[src/rtl/de_pipe_reg.sv]
// D/E pipeline register: latches decoded operands every cycle, derives the
// execute-stage hazard metadata (A3, RegWrite, Tnew, valid) and counts bubbles.
module de_pipe_reg #(
    parameter int          CNT_W    = 16,
    parameter logic [31:0] RESET_PC = 32'h00003000
) (
    input  logic             clk,
    input  logic             reset,
    input  logic             FlushE,
    input  logic [31:0]      IR_D,
    input  logic [31:0]      PC_D,
    input  logic [31:0]      RD1_D,
    input  logic [31:0]      RD2_D,
    input  logic [31:0]      EXT_D,
    output logic [31:0]      IR_E,
    output logic [31:0]      PC_E,
    output logic [31:0]      PC8_E,
    output logic [31:0]      RS_E,
    output logic [31:0]      RT_E,
    output logic [31:0]      EXT_E,
    output logic [4:0]       A3_E,
    output logic             RegWrite_E,
    output logic [1:0]       Tnew_E,
    output logic             valid_E,
    output logic [CNT_W-1:0] bubble_cnt
);

    typedef enum logic [3:0] {
        CLS_NONE,
        CLS_CAL_R,
        CLS_CAL_I,
        CLS_LOAD,
        CLS_SAVE,
        CLS_BEQ,
        CLS_J,
        CLS_JAL,
        CLS_JR
    } instr_class_e;

    logic [5:0]   op_d;
    logic [5:0]   funct_d;
    instr_class_e cls_d;
    logic [4:0]   a3_d;
    logic         regwrite_d;
    logic [1:0]   tnew_d;

    logic [31:0]      ir_q, pc_q, pc8_q, rs_q, rt_q, ext_q;
    logic [4:0]       a3_q;
    logic             regwrite_q;
    logic [1:0]       tnew_q;
    logic             valid_q;
    logic [CNT_W-1:0] bubble_cnt_q;

    assign op_d    = IR_D[31:26];
    assign funct_d = IR_D[5:0];

    always_comb begin
        cls_d = CLS_NONE;
        case (op_d)
            6'b000000: begin
                if (funct_d == 6'b100001 || funct_d == 6'b100011) cls_d = CLS_CAL_R;
                else if (funct_d == 6'b001000)                    cls_d = CLS_JR;
            end
            6'b001101, 6'b001111: cls_d = CLS_CAL_I;
            6'b100011:            cls_d = CLS_LOAD;
            6'b101011:            cls_d = CLS_SAVE;
            6'b000100:            cls_d = CLS_BEQ;
            6'b000010:            cls_d = CLS_J;
            6'b000011:            cls_d = CLS_JAL;
            default:              cls_d = CLS_NONE;
        endcase
    end

    always_comb begin
        a3_d       = 5'd0;
        regwrite_d = 1'b0;
        tnew_d     = 2'd0;
        case (cls_d)
            CLS_CAL_R: begin a3_d = IR_D[15:11]; tnew_d = 2'd1; end
            CLS_CAL_I: begin a3_d = IR_D[20:16]; tnew_d = 2'd1; end
            CLS_LOAD:  begin a3_d = IR_D[20:16]; tnew_d = 2'd2; end
            CLS_JAL:   begin a3_d = 5'd31;       tnew_d = 2'd0; end
            default:   begin a3_d = 5'd0;        tnew_d = 2'd0; end
        endcase
        // $0 is never a real destination, so hazard logic must not see a write.
        regwrite_d = (cls_d == CLS_CAL_R || cls_d == CLS_CAL_I ||
                      cls_d == CLS_LOAD  || cls_d == CLS_JAL) && (a3_d != 5'd0);
    end

    always_ff @(posedge clk) begin
        if (reset) begin
            ir_q         <= '0;
            pc_q         <= RESET_PC;
            pc8_q        <= RESET_PC + 32'd8;
            rs_q         <= '0;
            rt_q         <= '0;
            ext_q        <= '0;
            a3_q         <= '0;
            regwrite_q   <= 1'b0;
            tnew_q       <= '0;
            valid_q      <= 1'b0;
            bubble_cnt_q <= '0;
        end else if (FlushE) begin
            // The PC still advances so a bubble can be traced back to its slot.
            ir_q         <= '0;
            pc_q         <= PC_D;
            pc8_q        <= PC_D + 32'd8;
            rs_q         <= '0;
            rt_q         <= '0;
            ext_q        <= '0;
            a3_q         <= '0;
            regwrite_q   <= 1'b0;
            tnew_q       <= '0;
            valid_q      <= 1'b0;
            if (bubble_cnt_q != {CNT_W{1'b1}}) bubble_cnt_q <= bubble_cnt_q + 1'b1;
        end else begin
            ir_q       <= IR_D;
            pc_q       <= PC_D;
            pc8_q      <= PC_D + 32'd8;
            rs_q       <= RD1_D;
            rt_q       <= RD2_D;
            ext_q      <= EXT_D;
            a3_q       <= a3_d;
            regwrite_q <= regwrite_d;
            tnew_q     <= tnew_d;
            valid_q    <= 1'b1;
        end
    end

    assign IR_E       = ir_q;
    assign PC_E       = pc_q;
    assign PC8_E      = pc8_q;
    assign RS_E       = rs_q;
    assign RT_E       = rt_q;
    assign EXT_E      = ext_q;
    assign A3_E       = a3_q;
    assign RegWrite_E = regwrite_q;
    assign Tnew_E     = tnew_q;
    assign valid_E    = valid_q;
    assign bubble_cnt = bubble_cnt_q;

endmodule

[config.mk]
export PLATFORM = sky130hd
export DESIGN_NAME = de_pipe_reg
export DESIGN_NICKNAME = d
export VERILOG_FILES = /design/src/rtl/de_pipe_reg.sv
export SDC_FILE = /design/constraint.sdc
export NUM_CORES = 1
export LEC_CHECK = 0
export BUFFER_PORTS_ARGS = -buffer_cell sky130_fd_sc_hd__buf_2
export CORE_AREA = 2 2 148 150
export DETAILED_ROUTE_END_ITERATION = 8
export DIE_AREA = 0 0 150 152
export PLACE_DENSITY_LB_ADDON = 0.08
export SYNTH_ARGS = -nofsm -noshare
export SYNTH_HDL_FRONTEND = slang
export SYNTH_SLANG_ARGS = --single-unit
[constraint.sdc]
create_clock -name clk -period 4.95 [get_ports clk]
set_input_delay 0.495 -clock clk [delete_from_list [all_inputs] [get_ports clk]]
set_output_delay 0.495 -clock clk [all_outputs]
set_load 0.01 [all_outputs]
### Word-level counts from Yosys, hierarchy flattened

Index checks and enable logic that the tools add are counted.

| storage, ports and cells | value |
|---|---|
| bits of input ports | 163 |
| output and inout bits | 217 |
| word-level logic and storage cells | 46 |
| bits in registers | 217 |

| operators by class | value |
|---|---|
| multiplexer cells | 6 |
| eq/ne operators | 15 |
| add/sub/neg operators | 2 |
| reductions and logical operators | 12 |

Operator list:

| operator | count |
|---|---|
| $add 32x4->32 const B | 1 |
| $pmux 4 s7 | 1 |
| $eq 6x6->1 const B | 4 |
| $eq 6x4->1 const B | 3 |
| $add 16x1->16 const B | 1 |
| $ne 16x16->1 const B | 1 |
| $pmux 5 s3 | 1 |
| $eq 6x2->1 const B | 2 |
| $eq 4x2->1 const B | 2 |
| $mux 4 | 2 |
| $reduce_or 2->1 | 4 |
| $eq 6x3->1 const B | 1 |
| $logic_not 6->1 | 1 |
| $reduce_bool 5->1 | 1 |
| $eq 4x1->1 const B | 1 |
| $eq 4x3->1 const B | 1 |
| $logic_or 1x1->1 | 4 |
| $pmux 2 s2 | 1 |
| $reduce_and 2->1 | 1 |
| $logic_and 1x1->1 | 1 |
| $mux 1 | 1 |

### Logic depth before layout (Yosys ltp)

| logic depth | value |
|---|---|
| word-level depth | 9 |
| gate-level depth with buffers | 6 |
| depth with buffers taken out | 5 |

### Worst setup path before layout

Ideal clock, no wire load.

| timing | value |
|---|---|
| path kind | in2reg |
| from | in PC_D[14] |
| to | reg pc8_q[29] (netlist: PC8_E[29]) |
| setup time | 123 ps |
| stages on the path | 6 |
| data arrival time | 1895 ps |
| required time | 4827 ps |
| path slack | 2932 ps |
| buffers on the path | 2 |
| cells stage by stage | nand3_1 > or4_1 > buf_2 > buf_6 > nor4_2 > mux2_1 |

| on the way | value |
|---|---|
| word-level cells in the longest chain between the ends | 1 |

RTL lines:

| element | RTL line | RTL |
|---|---|---|
| start, declared | 11 | `input logic [31:0] PC_D,` |
| $add 32x4->32 | 107, 119 |  |
| end signal, assigned | 94 | `pc8_q <= RESET_PC + 32'd8;` |
| end signal, assigned | 107 | `pc8_q <= PC_D + 32'd8;` |
| end signal, assigned | 119 | `pc8_q <= PC_D + 32'd8;` |
| end, declared | 47 | `logic [31:0] ir_q, pc_q, pc8_q, rs_q, rt_q, ext_q;` |

Every way passes these cells.
A chain may end at the register's enable or synchronous reset.

### Worst setup path in the final report

| timing | value |
|---|---|
| from | reg bubble_cnt_q[1] (netlist: bubble_cnt[1]) |
| to | reg bubble_cnt_q[0] (netlist: bubble_cnt[0]) |

| on the way | value |
|---|---|
| word-level cells in the longest chain between the ends | 2 |

RTL lines:

| element | RTL line | RTL |
|---|---|---|
| start, declared | 52 | `logic [CNT_W-1:0] bubble_cnt_q;` |
| start signal, assigned | 115 | `if (bubble_cnt_q != {CNT_W{1'b1}}) bubble_cnt_q <= bubble_cnt_q + 1'b1;` |
| $ne 16x16->1 | 115 |  |
| $reduce_and 2->1 (no source line) | - |  |

Every way passes these cells.

==> metrics.md <==
| Metric | Value |
|---|---|
| Fmax | 0.416 GHz |
| I/O Pins | 380 |
| Core area | 0.0214 mm2 |
| Final ANT Viol Nets | 0 |
| Ys async rst share | 0% |
| Critical path arrival | 2.80 ns |
| Largest net degree at the start of global routing | 133 |
| Htree depth | 1 |
| Rows | 54 |
| Post CTS Setup Buffer Count | 0 |
| Initial antenna violation count | 4 |
| Net count after synthesis | 810 |
| Slowest Stage Delay on Critical Path | 0.86 ns |
| DRT Pass-1 Iters | 5 |
| Worst-Skew Late Latency | 0.51 ns |
| Hold violation count in the final report | 0 |
| Die area | 0.0228 mm2 |
| Register area share after synthesis | 62.4% |
| Mapped Area | 0.00686 mm2 |
| # port buffers | 379 |
| Synthesized flop and latch total | 214 |
| WL final | 20.4 mm |
| Multi-input gate area | 0.00238 mm2 |
| Class of the worst hold path | primary input to flop |
| Setup violations, final | 0 |
| CTS Sinks | 214 |
| Final Max Tran Viols | 0 |
| Share of cells above drive strength 1 | 42.6% |
| Clk root buf | clkbuf_16 |
| Relative slew slack | 31.6% |
| Crit path max-delay family | simple AND/OR/NAND/NOR gates |
| Deepest clock path buffer count | 3 |
| CP max FO | 8 |
| Vias in the first global route | 5507 |
| HPWL after detailed placement | 15.3 mm |
| Crit Path Class | flop to flop |
| Hold Buf Count CTS | 0 |
| Static Leak | 4.66 nW |
| Setup TNS | 0 ns |
| Unrepaired setup endpoints after global routing | no |
| Status | completed |
| Final period demand of the worst path | 2.40 ns |
| Die Ht | 152 um |
| Startpoint types | flop |
| CTS Buf Count | 24 |
| Cells after Synth | 645 |
| Fin crit share | 48.5% |
| Worst-margin pin slew | 1.02 ns |
| GP Congestion | 0.854 |
| GR Util All Layers | 17.2% |
| Reg area | 0.00428 mm2 |
| Library cells used by synthesis | 42 |
| TritonCTS clock tree | done |
| YS warnings | 0 |
| # fillers | 2168 |
| Cell count after placement | 1270 |
| DR WL/cell | 15.5 um |
| DR DRC count | 0 |
| Number of enable flip-flop cells after synthesis | 0 |
| Peak supply drop | 246 uV |
| Max Cap Viol | 0 |
| Initial core utilization | 32.1% |
| P&R area growth vs syn | 42.0% |
| CTS clk-pin slew, worst paths | 0.06 ns |
| Worst EP required | 5.35 ns |
| Global-route wire length before repair | 30.8 mm |
| PD cells | 388 mW/mm2 |
| Skew final | 0.00417 ns |
| Crit path capture type | flop |
| Total gr overflow | 0 |
| Finished Layout Cells | 1315 |
| Nets | 1181 |
| Crit-path cells | ha_1, nand4_1, nor4_1, buf_4, nor2_1, mux2_2 |
| Buf/Inv on CP | 1 |
| Vias | 5741 |
| Die width | 150 um |
| Top_reg_cell synth | dfxtp_1 |
| Drt via density | 4.37 |
| Initial drt markers | 201 |
| Post-cts sizing count | 0 |
| Critical-path top delay cell | nor4_1 |
| Syn_area_per_cell | 10.6 um2 |
[synthesized netlist by cell type (2+ instances only)]
library cell  number  area (um2)
and4_1             5        43.8
mux2_2             9         101
dfxtp_1          214        4280
nand2b_1           6        37.5
buf_1              3        11.3
nor2_1            33         124
nor4_1             7        43.8
buf_4              3        22.5
and2_1           129         807
clkbuf_1          26        97.6
or4_1             13        97.6
nand3_1           17        85.1
mux2_1             2        22.5
o31ai_1            8        60.1
nand2_1           23        86.3
o41ai_1            2        17.5
inv_1             11        41.3
nand3b_1           2        15.0
ha_1               2        25.0
o21a_1             2        15.0
or3_1              8        50.1
nor3_1             9        45.0
a21oi_1           19        95.1
xor2_1            12         105
nand4_1           14        87.6
nor4_2             2        25.0
o21ai_0           10        50.1
and4_2             2        20.0
buf_2              4        20.0
or2_2              4        25.0
a31oi_1            6        37.5
nor2b_1           28         175
[kinds of logic (layout without fill, tap and decap cells)]
family	Yosys count	in the layout	synth area share (%)
mux	12	12	1.95
fa+ha+maj	2	2	0.365
xor+xnor	13	13	1.66
simple gates	307	307	26.4
buf+inv	48	433	2.97
compound gates	49	49	4.23
flops	214	214	62.4
other cells	0	5	0
[cells in the final DEF, fill, tap and decap left out, drive strengths merged, types with 9 or more instances in the layout]
master  synthesis  routed
nand2          23      23
dfxtp         214     214
or4            13      13
nor2           33      33
o21ai          10      10
nand4          14      14
nand3          17      17
and2          130     130
clkbuf         26      32
nor2b          28      28
xor2           12      12
buf            11     382
nor3            9       9
nor4            9       9
mux2           11      11
a21oi          19      19
inv            11      11
[sequential cells by signal, summed over array words and instances, names as in the netlist]
register / count
EXT_E: 32
IR_E: 32
PC_E: 32
RS_E: 32
RT_E: 32
PC8_E: 29
bubble_cnt: 16
A3_E: 5
Tnew_E: 2
RegWrite_E: 1
valid_E: 1
[where the power goes]
part	internal (mW)	total [mW]	leakage (nW)	switching, mW
combinational	0.138	0.294	2.54	0.156
sequential	1.79	1.81	1.76	0.0177
clock	0.984	1.67	0.364	0.686
total	2.92	3.78	4.66	0.860
[worst paths after layout]
kind | startpoint | to | slack (ns) | cells past startpoint
setup / recovery | bubble_cnt[1] | bubble_cnt[0] | 2.55 | 6
hold / removal | RD1_D[28] | RS_E[28] | 0.18 | 2
setup reg to reg | bubble_cnt[1] | bubble_cnt[0] | 2.55 | 6
hold reg to reg | bubble_cnt[14] | bubble_cnt[14] | 0.51 | 2
[area by class of cell]
type | count | area share, %
sequential | 214 | 44.0
multi-input combinational | 383 | 24.4
timing repair buffer | 382 | 19.8
clock buffer | 32 | 6.78
tap | 280 | 3.60
clock inverter | 8 | 0.809
inverter | 11 | 0.424
antenna | 5 | 0.128
[metrics by stage]
step	util (%)	power [mW]	instance area (um2)	setup WS (ns)	hold WS [ns]
detailed placement	42.1	2.15	8990	2.49	0.496
CTS	45.6	3.84	9730	2.56	0.154
global route	45.6	3.94	9730	2.45	0.153
floorplan	-	1.97	6860	2.93	0.515
global placement	42.1	2.15	8990	2.53	0.491
finish	45.6	3.78	9740	2.55	0.175
[metal layers]
layer	track usage, %	routed length (um)
met5	0	30
met2	29.4	9900
met4	5.88	554
met1	18.8	7590
met3	7.72	2360
[worst reg2reg max path, cell delays in order (launching register included)]
cell and delay, ns:
dfxtp_1 0.40, ha_1 0.26, nand4_1 0.16, nor4_1 0.86, buf_4 0.29, nor2_1 0.07
mux2_2 0.26
Power figures use the tool's default switching activity.
